**src/rtl/uart_pkg.sv**
```systemverilog
// uart_pkg: shared state encoding and frame constants for the buffered UART transmitter
package uart_pkg;
  typedef enum logic [2:0] {IDLE, START, DATA, PARITY, STOP} uart_tx_state_t;
  localparam int UART_FRAME_DATA_BITS = 8;
endpackage

```
**src/rtl/uart_tx_fifo.sv**
```systemverilog
// uart_tx_fifo: first-word fall-through byte FIFO with a separate occupancy counter
module uart_tx_fifo #(
  parameter int DEPTH = 16
) (
  input  logic                     clk,
  input  logic                     rst,
  input  logic                     push,
  input  logic [7:0]               push_data,
  input  logic                     pop,
  output logic [7:0]               pop_data,
  output logic                     full,
  output logic                     empty,
  output logic [$clog2(DEPTH):0]   level
);
  localparam int AW = $clog2(DEPTH);
  logic [7:0] mem [DEPTH];
  logic [AW-1:0] wptr, rptr;
  logic do_push, do_pop;
  assign full = level == (AW+1)'(DEPTH);
  assign empty = level == '0;
  assign do_push = push && !full;
  assign do_pop = pop && !empty;
  assign pop_data = mem[rptr];
  always_ff @(posedge clk or posedge rst)
    if (rst) begin
      wptr <= '0;
      rptr <= '0;
      level <= '0;
    end else begin
      if (do_push) wptr <= wptr + AW'(1);
      if (do_pop) rptr <= rptr + AW'(1);
      level <= level + (AW+1)'(do_push) - (AW+1)'(do_pop);
    end
  always_ff @(posedge clk)
    if (do_push) mem[wptr] <= push_data;
endmodule

```
**src/rtl/uart_tx_buffered.sv**
```systemverilog
// uart_tx_buffered: FIFO-buffered 8N1 UART transmitter; define UART_TX_PARITY_EN for 8E1 frames
module uart_tx_buffered import uart_pkg::*; #(
  parameter int CLKS_PER_BIT = 868,
  parameter int FIFO_DEPTH = 16
) (
  input  logic                          clk,
  input  logic                          rst,
  input  logic                          wr_en,
  input  logic [7:0]                    wr_data,
  output logic                          full,
  output logic [$clog2(FIFO_DEPTH):0]   level,
  output logic                          busy,
  output logic                          overflow,
  output logic                          uart_tx
);
  localparam int CW = $clog2(CLKS_PER_BIT);
  localparam int BW = $clog2(UART_FRAME_DATA_BITS);
  uart_tx_state_t state, next_state;
  logic [CW-1:0] cnt;
  logic [BW-1:0] bit_idx;
  logic [7:0] shift, shift_d, head;
  logic empty, pop, bit_end, last_bit, tx_d;
  uart_tx_fifo #(.DEPTH(FIFO_DEPTH)) u_fifo (
    .clk(clk),
    .rst(rst),
    .push(wr_en),
    .push_data(wr_data),
    .pop(pop),
    .pop_data(head),
    .full(full),
    .empty(empty),
    .level(level)
  );
  assign bit_end = cnt == CW'(CLKS_PER_BIT - 1);
  assign last_bit = bit_idx == BW'(UART_FRAME_DATA_BITS - 1);
  assign busy = state != IDLE || !empty;
  always_ff @(posedge clk or posedge rst)
    if (rst) state <= IDLE;
    else state <= next_state;
  always_comb begin
    next_state = state;
    case (state)
      IDLE:    next_state = empty ? IDLE : START;
      START:   next_state = bit_end ? DATA : START;
`ifdef UART_TX_PARITY_EN
      DATA:    next_state = bit_end && last_bit ? PARITY : DATA;
      PARITY:  next_state = bit_end ? STOP : PARITY;
`else
      DATA:    next_state = bit_end && last_bit ? STOP : DATA;
`endif
      STOP:    next_state = !bit_end ? STOP : empty ? IDLE : START;
      default: next_state = IDLE;
    endcase
  end
`ifdef UART_TX_PARITY_EN
  logic par, par_d;
  assign par_d = pop ? ^head : par;
  always_ff @(posedge clk or posedge rst)
    if (rst) par <= 1'b0;
    else par <= par_d;
`endif
  // the line register is loaded with the level of the state being entered, so tx tracks state without lag
  always_comb begin
    pop = !empty && (state == IDLE || (state == STOP && bit_end));
    shift_d = pop ? head : (state == DATA && bit_end) ? shift >> 1 : shift;
`ifdef UART_TX_PARITY_EN
    tx_d = next_state == START ? 1'b0 : next_state == DATA ? shift_d[0] : next_state == PARITY ? par_d : 1'b1;
`else
    tx_d = next_state == START ? 1'b0 : next_state == DATA ? shift_d[0] : 1'b1;
`endif
  end
  always_ff @(posedge clk or posedge rst)
    if (rst) begin
      cnt <= '0;
      bit_idx <= '0;
      shift <= '0;
      uart_tx <= 1'b1;
      overflow <= 1'b0;
    end else begin
      cnt <= (bit_end || state == IDLE) ? '0 : cnt + CW'(1);
      bit_idx <= pop ? '0 : (state == DATA && bit_end) ? bit_idx + BW'(1) : bit_idx;
      shift <= shift_d;
      uart_tx <= tx_d;
      overflow <= overflow | (wr_en && full);
    end
endmodule

```
**config.mk**
```make
export PLATFORM = sky130hd
export DESIGN_NAME = uart_tx_buffered
export DESIGN_NICKNAME = d
export VERILOG_FILES = /design/src/rtl/uart_pkg.sv /design/src/rtl/uart_tx_fifo.sv /design/src/rtl/uart_tx_buffered.sv
export SDC_FILE = /design/constraint.sdc
export NUM_CORES = 1
export LEC_CHECK = 0
export CORE_MARGIN = 4
export CORE_UTILIZATION = 66
export DETAILED_ROUTE_END_ITERATION = 8
export PLACE_DENSITY = 0.95
export SLEW_MARGIN = 20
export SYNTH_ARGS = -nofsm -noshare
export SYNTH_HDL_FRONTEND = slang
export SYNTH_SLANG_ARGS = --single-unit
export TNS_END_PERCENT = 100
```
**constraint.sdc**
```tcl
create_clock -name clk -period 5.45 [get_ports clk]
set_input_delay 1.09 -clock clk [delete_from_list [all_inputs] [get_ports clk]]
set_output_delay 1.09 -clock clk [all_outputs]
set_load 0.03 [all_outputs]
```
Word level (Yosys, flattened, before mapping)
Memory sizes are Yosys's and may differ from the RTL's.
Cells that the tools add are included.

word-level totals
  bits of input ports = 11
  latch bits = 0
  output and inout port bits = 9
  register bits = 39
  memories = 1
  bits in writable memories = 128
  ROM bits = 0

memory list
  name        depth  width  read ports  clocked after Yosys merged registers in  wr ports  line                source
  u_fifo.mem  16     8      1           0                                        1         uart_tx_fifo.sv:16  logic [7:0] mem [DEPTH];

cells by class
  equality and inequality tests = 8
  order comparisons = 0
  reduce and logical (&&, ||, !) cells = 16
  $add $sub $neg = 6
  $mul = 0
  shifts and indexed selects = 0
  div/mod/pow operators = 0
  muxes and demuxes = 14
  bitwise logic cells = 1

operators by type and width
  operator                                                               count
  8-bit 2-to-1 mux                                                       2
  3-bit 2-to-1 mux                                                       4
  3-bit case mux with 4 select lines                                     1
  10-bit by 1-bit adder with 10-bit output, second input constant        1
  10-bit equality test, second input constant                            1
  10-bit 2-to-1 mux                                                      1
  4-bit by 1-bit adder with 4-bit output, second input constant          2
  1-bit logical AND                                                      7
  3-bit by 1-bit equality test with 1-bit output, second input constant  2
  3-bit by 2-bit equality test with 1-bit output, second input constant  2
  3-bit equality test, second input constant                             2
  5-bit by 1-bit adder with 5-bit output                                 1
  5-bit equality test, second input constant                             1
  5-bit logical NOT                                                      1
  1-bit 2-to-1 mux                                                       5
  5-bit by 1-bit subtractor with 5-bit output                            1
  3-bit by 1-bit adder with 3-bit output, second input constant          1
  3-bit logical NOT                                                      1
  1-bit logical OR                                                       3
  3-bit nonzero test                                                     1
  1-bit logical NOT                                                      2
  2-bit 2-to-1 mux                                                       1
  2-bit nonzero test                                                     1
  1-bit OR                                                               1

Longest topological paths before layout
Gate-level depths: netlist (run 1).

  depth after elaboration = 7
  mapped depth = 15

Hierarchy
From an unflattened synthesis (run 1), not the netlist that was laid out.

unflattened totals
  cells, all modules = 437
  area total of the unflattened synthesis = 7188.1 um2

modules (own cells, without submodules)
  module            times used  cells an instance  area an instance (um2)
  uart_tx_fifo      1           320                5866.9
  uart_tx_buffered  1           117                1321.3

Least setup slack after synthesis (run 1)
OpenSTA, ideal clock, no wires.

  path type = register -> register
  start = register u_fifo.level[2]
  end = register u_fifo.level[4]
  arrival = 2.871 ns
  required time = 5.370 ns
  buffers on the path = 0
  library setup time = 0.080 ns
  cell stages (with the launch flop) = 16
  path slack = 2.499 ns
  cell sequence = dfrtp_1 > inv_1 > ha_1 > nor4b_2 > nor3_1 > nand2_4 > inv_2 > ha_1 > inv_1 > ha_1 > inv_1 > fa_1 > inv_1 > a21oi_1 > o21bai_1 > xnor2_1

on the way
  word-level cells in the longest chain between the ends = 5

RTL lines
  element                                        line                                        source
  start: declaration                             uart_tx_fifo.sv:13                          output logic [$clog2(DEPTH):0] level
  start signal: assignment                       uart_tx_fifo.sv:32                          level <= level + (AW+1)'(do_push) - (AW+1)'(do_pop);
  5-bit logical NOT *                            uart_tx_fifo.sv:20                          assign empty = level == '0;
  1-bit logical NOT *                            uart_tx_fifo.sv:22, uart_tx_buffered.sv:64
  1-bit logical AND                              uart_tx_buffered.sv:64                      pop = !empty && (state == IDLE || (state == STOP && bit_end));
  1-bit logical AND *                            uart_tx_fifo.sv:22                          assign do_pop = pop && !empty;
  via u_fifo.do_pop                              uart_tx_fifo.sv:18                          logic do_push, do_pop;
  5-bit by 1-bit subtractor with 5-bit output *  uart_tx_fifo.sv:32

Mark *: on every way through the listed nets, which the timed path passes. The rest lies on a longest branch.
A chain may end at the register's enable or synchronous reset.

Worst setup path after layout (run 1)
  start = register u_fifo.level[2]
  end = output port busy

on the way
  word-level cells in the longest chain between the ends = 3

RTL lines
  element            line                    source
  5-bit logical NOT  uart_tx_fifo.sv:20
  1-bit logical NOT  uart_tx_buffered.sv:36  assign busy = state != IDLE || !empty;
  1-bit logical OR   uart_tx_buffered.sv:36
  end: declaration   uart_tx_buffered.sv:12  output logic busy,

Every way passes these cells.

==> results of run 1 <==
sequential cells by signal (all words and copies together), names as in the netlist:
name / flops
cnt: 10
shift: 8
u_fifo.wptr: 4
uart_tx: 1
bit_idx: 3
state: 3
overflow: 1
u_fifo.rptr: 4
u_fifo.mem: 128
u_fifo.level: 5
power by group:
part	internal [mW]	switching (mW)	total, mW
registers	1.51	0.0847	1.60
clock network	0.607	0.503	1.11
logic	0.188	0.307	0.495
total	2.31	0.895	3.20
kinds of logic (layout without fill, tap and decap cells):
| family | count (synthesis) | after routing |
|---|---|---|
| compound gates | 26 | 26 |
| xor+xnor | 19 | 19 |
| fa+ha+maj | 15 | 15 |
| buf+inv | 37 | 71 |
| flops | 167 | 167 |
| mux | 53 | 53 |
| simple gates | 79 | 79 |
area by class of cell:
type,count,area (sq um),share of cell area (%)
flip-flops and latches,167,4830,61.9
clock inverters,14,124,1.59
inverters,20,75.1,0.963
clock buffers,17,414,5.31
well taps,136,170,2.18
repair buffers,20,198,2.54
multi-input cells,192,1990,25.5
Yosys cell counts, drive strengths merged:
cell type and count:
edfxtp 128, dfrtp 38, mux4 32, nor2 26, inv 20, mux2i 19, a22o 14, ha 14
and2 11, buf 10, xnor2 10, xor2 9, nand2 8, clkbuf 7, nand3 7, nor3 6
nand4 5, and3 4, nor2b 4, a21oi 3, nor3b 3, a21o 2, a31o 2, and4bb 2
mux2 2, a31oi 1, and3b 1, and4 1, dfstp 1, fa 1, nor4b 1, o21ai 1
o21bai 1, o22a 1, o2bb2ai 1
per-stage QoR:
| step | instance area, sq um | cells | utilization, % |
|---|---|---|---|
| 2_1_floorplan | 6990 | 396 | - |
| 3_3_place_gp | 7240 | 535 | 70.2 |
| 3_5_place_dp | 7240 | 535 | 70.2 |
| 4_1_cts | 7780 | 566 | 75.4 |
| 5_1_grt | 7790 | 566 | 75.5 |
| 6_report | 7790 | 566 | 75.5 |
worst max-delay path, stage by stage (launching register included):
cell and delay (ns):
dfrtp_1 0.41, inv_1 0.11, ha_1 0.18, nor4b_2 0.44
nand2_1 0.09, clkdlybuf4s50_1 0.61
path summary, 6_finish.rpt:
| path | endpoint | slack (ns) | cells after the start |
|---|---|---|---|
| hold reg to reg | overflow$_DFF_PP0_ | 0.48 | 1 |
| setup reg to reg | u_fifo.level[4]$_DFF_PP0_ | 2.18 | 15 |
| max in group asynchronous | u_fifo.rptr[0]$_DFFE_PP0P_ | 4.11 | 3 |
| hold / removal | overflow$_DFF_PP0_ | 0.48 | 1 |
| setup / recovery | busy | 1.98 | 5 |
| min in group asynchronous | u_fifo.level[4]$_DFF_PP0_ | 0.96 | 3 |
layer usage:
metal	global-route usage [%]	part of all wire, %	up-vias
met5	0	0	-
met4	11.2	3.2	0
met3	7.70	8.1	30
met2	41.1	52	181
met1	32.0	37	1851
li1	-	-	1570
cell usage in the layout (no fill, tap or decap), types with 2 or more instances in the layout:
| cell type | netlist | layout |
|---|---|---|
| and3_1 | 4 | 4 |
| a31o_2 | 2 | 2 |
| nor3b_1 | 2 | 2 |
| xor2_1 | 9 | 9 |
| mux4_1 | 10 | 10 |
| nor2b_1 | 4 | 4 |
| mux2i_1 | 19 | 19 |
| clkinv_1 | 0 | 2 |
| dfrtp_1 | 38 | 36 |
| clkbuf_16 | 0 | 16 |
| clkdlybuf4s50_1 | 0 | 19 |
| a21oi_1 | 3 | 3 |
| clkinv_2 | 0 | 3 |
| nor3_2 | 0 | 2 |
| clkinv_4 | 0 | 2 |
| nor2_1 | 26 | 26 |
| nand4_1 | 5 | 5 |
| mux4_2 | 22 | 22 |
| nand2_1 | 7 | 7 |
| inv_6 | 0 | 4 |
| and2_1 | 11 | 11 |
| ha_1 | 14 | 14 |
| a22o_1 | 14 | 14 |
| nand3_1 | 7 | 7 |
| a21o_1 | 2 | 2 |
| xnor2_1 | 10 | 10 |
| edfxtp_1 | 128 | 128 |
| nor3_1 | 6 | 4 |
| inv_1 | 19 | 19 |
==> results.py, run 1 <==
metrics = {
    "synthesis": {
        "post_synth_mux_area_share_pct": 13.9,
        "yosys.cell_types.count": 44,
        "synthDominantCellAreaShare_pct": 55.0,
        "synth_xor_xnor_area_share_pct": 2.38,
        "synthesis.nets": 422,
        "synth_compound_area_share_pct": 2.95,
        "synth_top_family_by_area": "multiplexers",
        "synthesis.area_sq_mm": 0.00699,
        "synth_warnings": 0,
        "netlist_instances": 396,
        "ys_ff_latch": 167,
        "synth_area_in_adders_pct": 2.79,
        "synth.top_cells.by_area": "edfxtp_1, dfrtp_1, mux4_2",
        "synth_largest_area_cell": "edfxtp_1",
        "postSynthAreaPerCell_sq_um": 17.6,
        "synth_simple_gate_area_share_pct": 6.28,
        "synth_sequential_area_ratio_pct": 69.0,
    },
    "setup_path": {
        "rr_startpoint": "u_fifo.level[2]$_DFF_PP0_",
        "cp-end-kind": "primary output",
        "critical_setup_path_kind": "flip-flop to primary output",
        "critical_path.startpoint": "u_fifo.level[2]$_DFF_PP0_",
        "timing.critical_path.required_ns": 4.36,
        "crit_path_start_kind": "flip-flop",
        "cp.arrival_ns": 2.38,
        "worst-path-max-fanout": 3,
    },
    "clock_tree": {
        "ctsHoldBuffers": 0,
        "cts.htree.levels": 4,
        "number_of_buffers_inserted_during_clock_tree_synthesis": 17,
        "cts.sink_count": 167,
        "cts_tree": "done",
        "cts.root.buffer_cell": "clkbuf_8",
        "cts_setup_buffers": 0,
        "clk_latency_ns": 0.54,
        "postCtsResizedCells": 0,
        "ctsLongestPathBuffers": 2,
        "cts.clk_slew.worst_paths_ns": 0.07,
    },
    "sta": {
        "max_slew_margin_pct": 29.4,
        "hold_viol": 0,
        "period_needed_ns": 3.47,
        "timing_worst_slew_pin_value_ns": 1.05,
        "fin_worst_hold_slack_ns": 0.480,
        "timing.final.max_slew_violations": 0,
        "grt_setup_unrepaired": "false",
        "setup_slack_ns": 1.98,
        "timing.final.crit_share_pct": 63.6,
        "skew_ns": 0.0105,
        "fmaxAchievable_ghz": 0.288,
        "timing.setup.tns_ns": 0,
        "final-setup-viol-count": 0,
    },
    "routing": {
        "detailedRoute.firstIterationViolations": 522,
        "antenna_left": 0,
        "avgViaCountPerCell": 6.42,
        "detailedRoute.firstPassIterationCount": 5,
        "detail_route.drc_violations": 0,
        "drt-total-wl_um": 14500,
        "routedWlPerCell_um": 25.6,
        "vias": 3632,
    },
    "pwr": {
        "max-vdd-ir-drop_uv": 252,
        "power-per-cell-area_mw_per_mm2": 411,
        "power.static_leakage_nw": 2.92,
        "total_power_mw": 3.20,
    },
    "place": {
        "place_worst_setup_slack_ns": 1.72,
        "gpl.final_weighted_congestion": 0.827,
        "port_buffers": 19,
        "dpl.hpwl_um": 9080,
    },
    "min_path": {
        "hold_path_class": "flip-flop to flip-flop",
        "timing.hold.worst.start": "overflow$_DFF_PP0_",
    },
    "final_layout": {
        "synthToLayoutAreaGrowth_pct": 11.5,
        "post_route_cells_drive_above_1_share_pct": 15.3,
        "finalNetCount": 444,
        "number_of_antenna_cells_inserted": 0,
        "filler_cell_count": 527,
    },
    "global_routing": {
        "antenna_found_initial": 0,
        "gr-total-overflow": 0,
        "grt_usage_pct": 25.4,
        "grt_start_max_net_pins": 40,
        "vias_in_the_first_global_route": 3795,
        "first_pass_grt_wire_length_um": 22600,
    },
    "flow_run": {
        "max_cap_violations": 0,
    },
    "floorplan": {
        "fp.dieArea_sq_mm": 0.0123,
        "initial_util_pct": 67.7,
        "io-pin-count": 20,
        "die_x_um": 111,
        "floorplan.rows": 37,
        "placeableCoreArea_sq_mm": 0.0103,
        "die_height_um": 111,
    },
    "status": {
        "outcome": "finished, final reports clean",
    },
}
Note: power is estimated with default switching activity, not from simulation.
==> run 2, diff against run 1 <==
--- a/config.mk
+++ b/config.mk
@@ -6,9 +6,9 @@
 export NUM_CORES = 1
 export LEC_CHECK = 0
 export CORE_MARGIN = 4
-export CORE_UTILIZATION = 66
+export CORE_UTILIZATION = 55
 export DETAILED_ROUTE_END_ITERATION = 8
-export PLACE_DENSITY = 0.95
+export PLACE_DENSITY = 0.86
 export SLEW_MARGIN = 20
 export SYNTH_ARGS = -nofsm -noshare
 export SYNTH_HDL_FRONTEND = slang
==> constraint.sdc (replaced) <==
create_clock -name clk -period 3.1 [get_ports clk]
set_input_delay 0.62 -clock clk [delete_from_list [all_inputs] [get_ports clk]]
set_output_delay 0.62 -clock clk [all_outputs]
set_load 0.03 [all_outputs]
==> run 2 against run 1 <==
Compared with the run above: register-to-register slack worse by 2.0 ns; cell count up 7.8%; clock skew about the same; core utilization down 10 points; critical path depth up 10; worst hold slack better by 0.015 ns; clock-buffer cell count unchanged; final area up 1.8%; clock power up 78%; wire length down 9.8%; critical endpoint is now u_fifo.level[4]$_DFF_PP0_.
==> results.py, run 2 (same netlist as run 1, synthesis figures left out) <==
metrics = {
    "floorplan": {
        "die_x_um": 121,
        "floorplan.rows": 40,
        "die_height_um": 121,
        "io-pin-count": 20,
        "fp.dieArea_sq_mm": 0.0146,
        "initial_util_pct": 57.2,
        "placeableCoreArea_sq_mm": 0.0122,
    },
    "clock_tree": {
        "cts.clk_slew.worst_paths_ns": 0.06,
        "cts.root.buffer_cell": "clkbuf_16",
        "cts_tree": "done",
        "number_of_buffers_inserted_during_clock_tree_synthesis": 17,
        "clk_latency_ns": 0.43,
        "cts_setup_buffers": 0,
        "cts.htree.levels": 4,
        "cts.sink_count": 167,
        "ctsLongestPathBuffers": 2,
    },
    "final_layout": {
        "synthToLayoutAreaGrowth_pct": 13.6,
        "top_flop_regs": "u_fifo.mem x128, cnt x10, shift x8",
        "number_of_antenna_cells_inserted": 0,
        "layout.core_utilization_pct": 65.0,
        "final_design_instance_area_without_fill_sq_mm": 0.00794,
        "post_route_cells_drive_above_1_share_pct": 17.0,
        "commonest_non_fill_non_tap_cells_in_the_layout": "edfxtp_1, dfrtp_1, nor2_1, mux4_2",
        "largest-register": "u_fifo.mem",
        "final_cell_count_without_fillers": 610,
        "largest_register_ff_count": 128,
        "finalNetCount": 456,
        "final_common_cell": "edfxtp_1",
    },
    "global_routing": {
        "antenna_found_initial": 0,
        "gr-total-overflow": 0,
        "vias_in_the_first_global_route": 3782,
        "grt_usage_pct": 19.6,
        "grt_start_max_net_pins": 40,
        "first_pass_grt_wire_length_um": 21000,
    },
    "place": {
        "port_buffers": 19,
        "place_worst_setup_slack_ns": 0.124,
        "dpl.hpwl_um": 8010,
        "dpl.cell_count": 579,
        "postPlaceCellArea_sq_mm": 0.00739,
        "gpl.final_weighted_congestion": 0.740,
    },
    "flow_run": {
        "max_cap_violations": 0,
    },
    "setup_path": {
        "worst_case_register_to_register_setup_slack_ns": 0.22,
        "cp.arrival_ns": 3.23,
        "worst-path-max-fanout": 10,
        "crit_path_start_kind": "flip-flop",
        "critical_setup_path_kind": "flip-flop to flip-flop",
        "reg2reg_path_depth": 15,
        "cp-end-kind": "flip-flop",
        "timing.critical_path.required_ns": 3.44,
    },
    "sta": {
        "skew_ns": 0.0106,
        "timing_worst_slew_pin_value_ns": 0.762,
        "fin_worst_hold_slack_ns": 0.495,
        "max_slew_margin_pct": 49.1,
        "fmaxAchievable_ghz": 0.347,
        "timing.setup.tns_ns": 0,
        "hold_viol": 0,
        "final-setup-viol-count": 0,
        "period_needed_ns": 2.88,
        "timing.final.max_slew_violations": 0,
        "timing.final.crit_share_pct": 93.0,
        "setup_slack_ns": 0.217,
    },
    "routing": {
        "detailedRoute.firstPassIterationCount": 6,
        "antenna_left": 0,
        "drt-total-wl_um": 13100,
        "routedWlPerCell_um": 21.4,
        "detail_route.drc_violations": 0,
        "vias": 3614,
        "detailedRoute.firstIterationViolations": 435,
        "avgViaCountPerCell": 5.92,
    },
    "min_path": {
        "hold_path_class": "flip-flop to flip-flop",
        "hold_path_depth": 1,
    },
    "pwr": {
        "power.static_leakage_nw": 3.00,
        "total_power_mw": 5.57,
        "power-per-cell-area_mw_per_mm2": 702,
        "max-vdd-ir-drop_uv": 474,
    },
    "status": {
        "outcome": "finished, final reports clean",
    },
}
-- run 2: layout make-up --
type / instances / area (sq um)
inverter: 20 / 75.1
multi-input combinational: 192 / 1980
timing repair buffer: 32 / 300
clock inverter: 14 / 123
tap: 168 / 210
sequential: 167 / 4820
clock buffer: 17 / 425
fill: 811 / 4270
-- run 2: where the power goes --
group	internal [mW]	leakage (nW)	switching (mW)
registers	2.66	1.64	0.127
logic	0.339	1.09	0.474
clock network	1.11	0.269	0.871
total	4.10	3.00	1.47
-- run 2: repair_timing --
action	in CTS	in global routing
hold buffers	0	0
endpoints found under the setup margin	0	1
gates resized for setup	0	1
-- run 2: critical path, cell delays in order, from the launching register on --
cell	delay [ns]
dfrtp_1	0.39
inv_1	0.11
ha_1	0.17
nor4b_2	0.37
nor3_2	0.13
nand2_4	0.19
inv_2	0.09
ha_1	0.28
inv_1	0.06
ha_1	0.15
inv_1	0.06
fa_1	0.39
inv_1	0.07
a21oi_1	0.06
o21bai_1	0.16
xnor2_1	0.13
-- run 2: final timing paths --
check,from,endpoint
max,u_fifo.level[2]$_DFF_PP0_,u_fifo.level[4]$_DFF_PP0_
min,cnt[0]$_DFF_PP0_,cnt[0]$_DFF_PP0_
max reg2reg,u_fifo.level[2]$_DFF_PP0_,u_fifo.level[4]$_DFF_PP0_
min reg2reg,cnt[0]$_DFF_PP0_,cnt[0]$_DFF_PP0_
max in group asynchronous,rst,uart_tx$_DFF_PP1_
min in group asynchronous,rst,cnt[5]$_DFF_PP0_
-- run 2: routing by layer --
metal  vias to the layer above  share of wire, %  GRT usage (%)
li1                       1594                 -              -
met1                      1852                39           24.0
met2                       140                53           33.1
met3                        28               6.0           5.80
met4                         0               2.2           7.44
met5                         -                 0              0
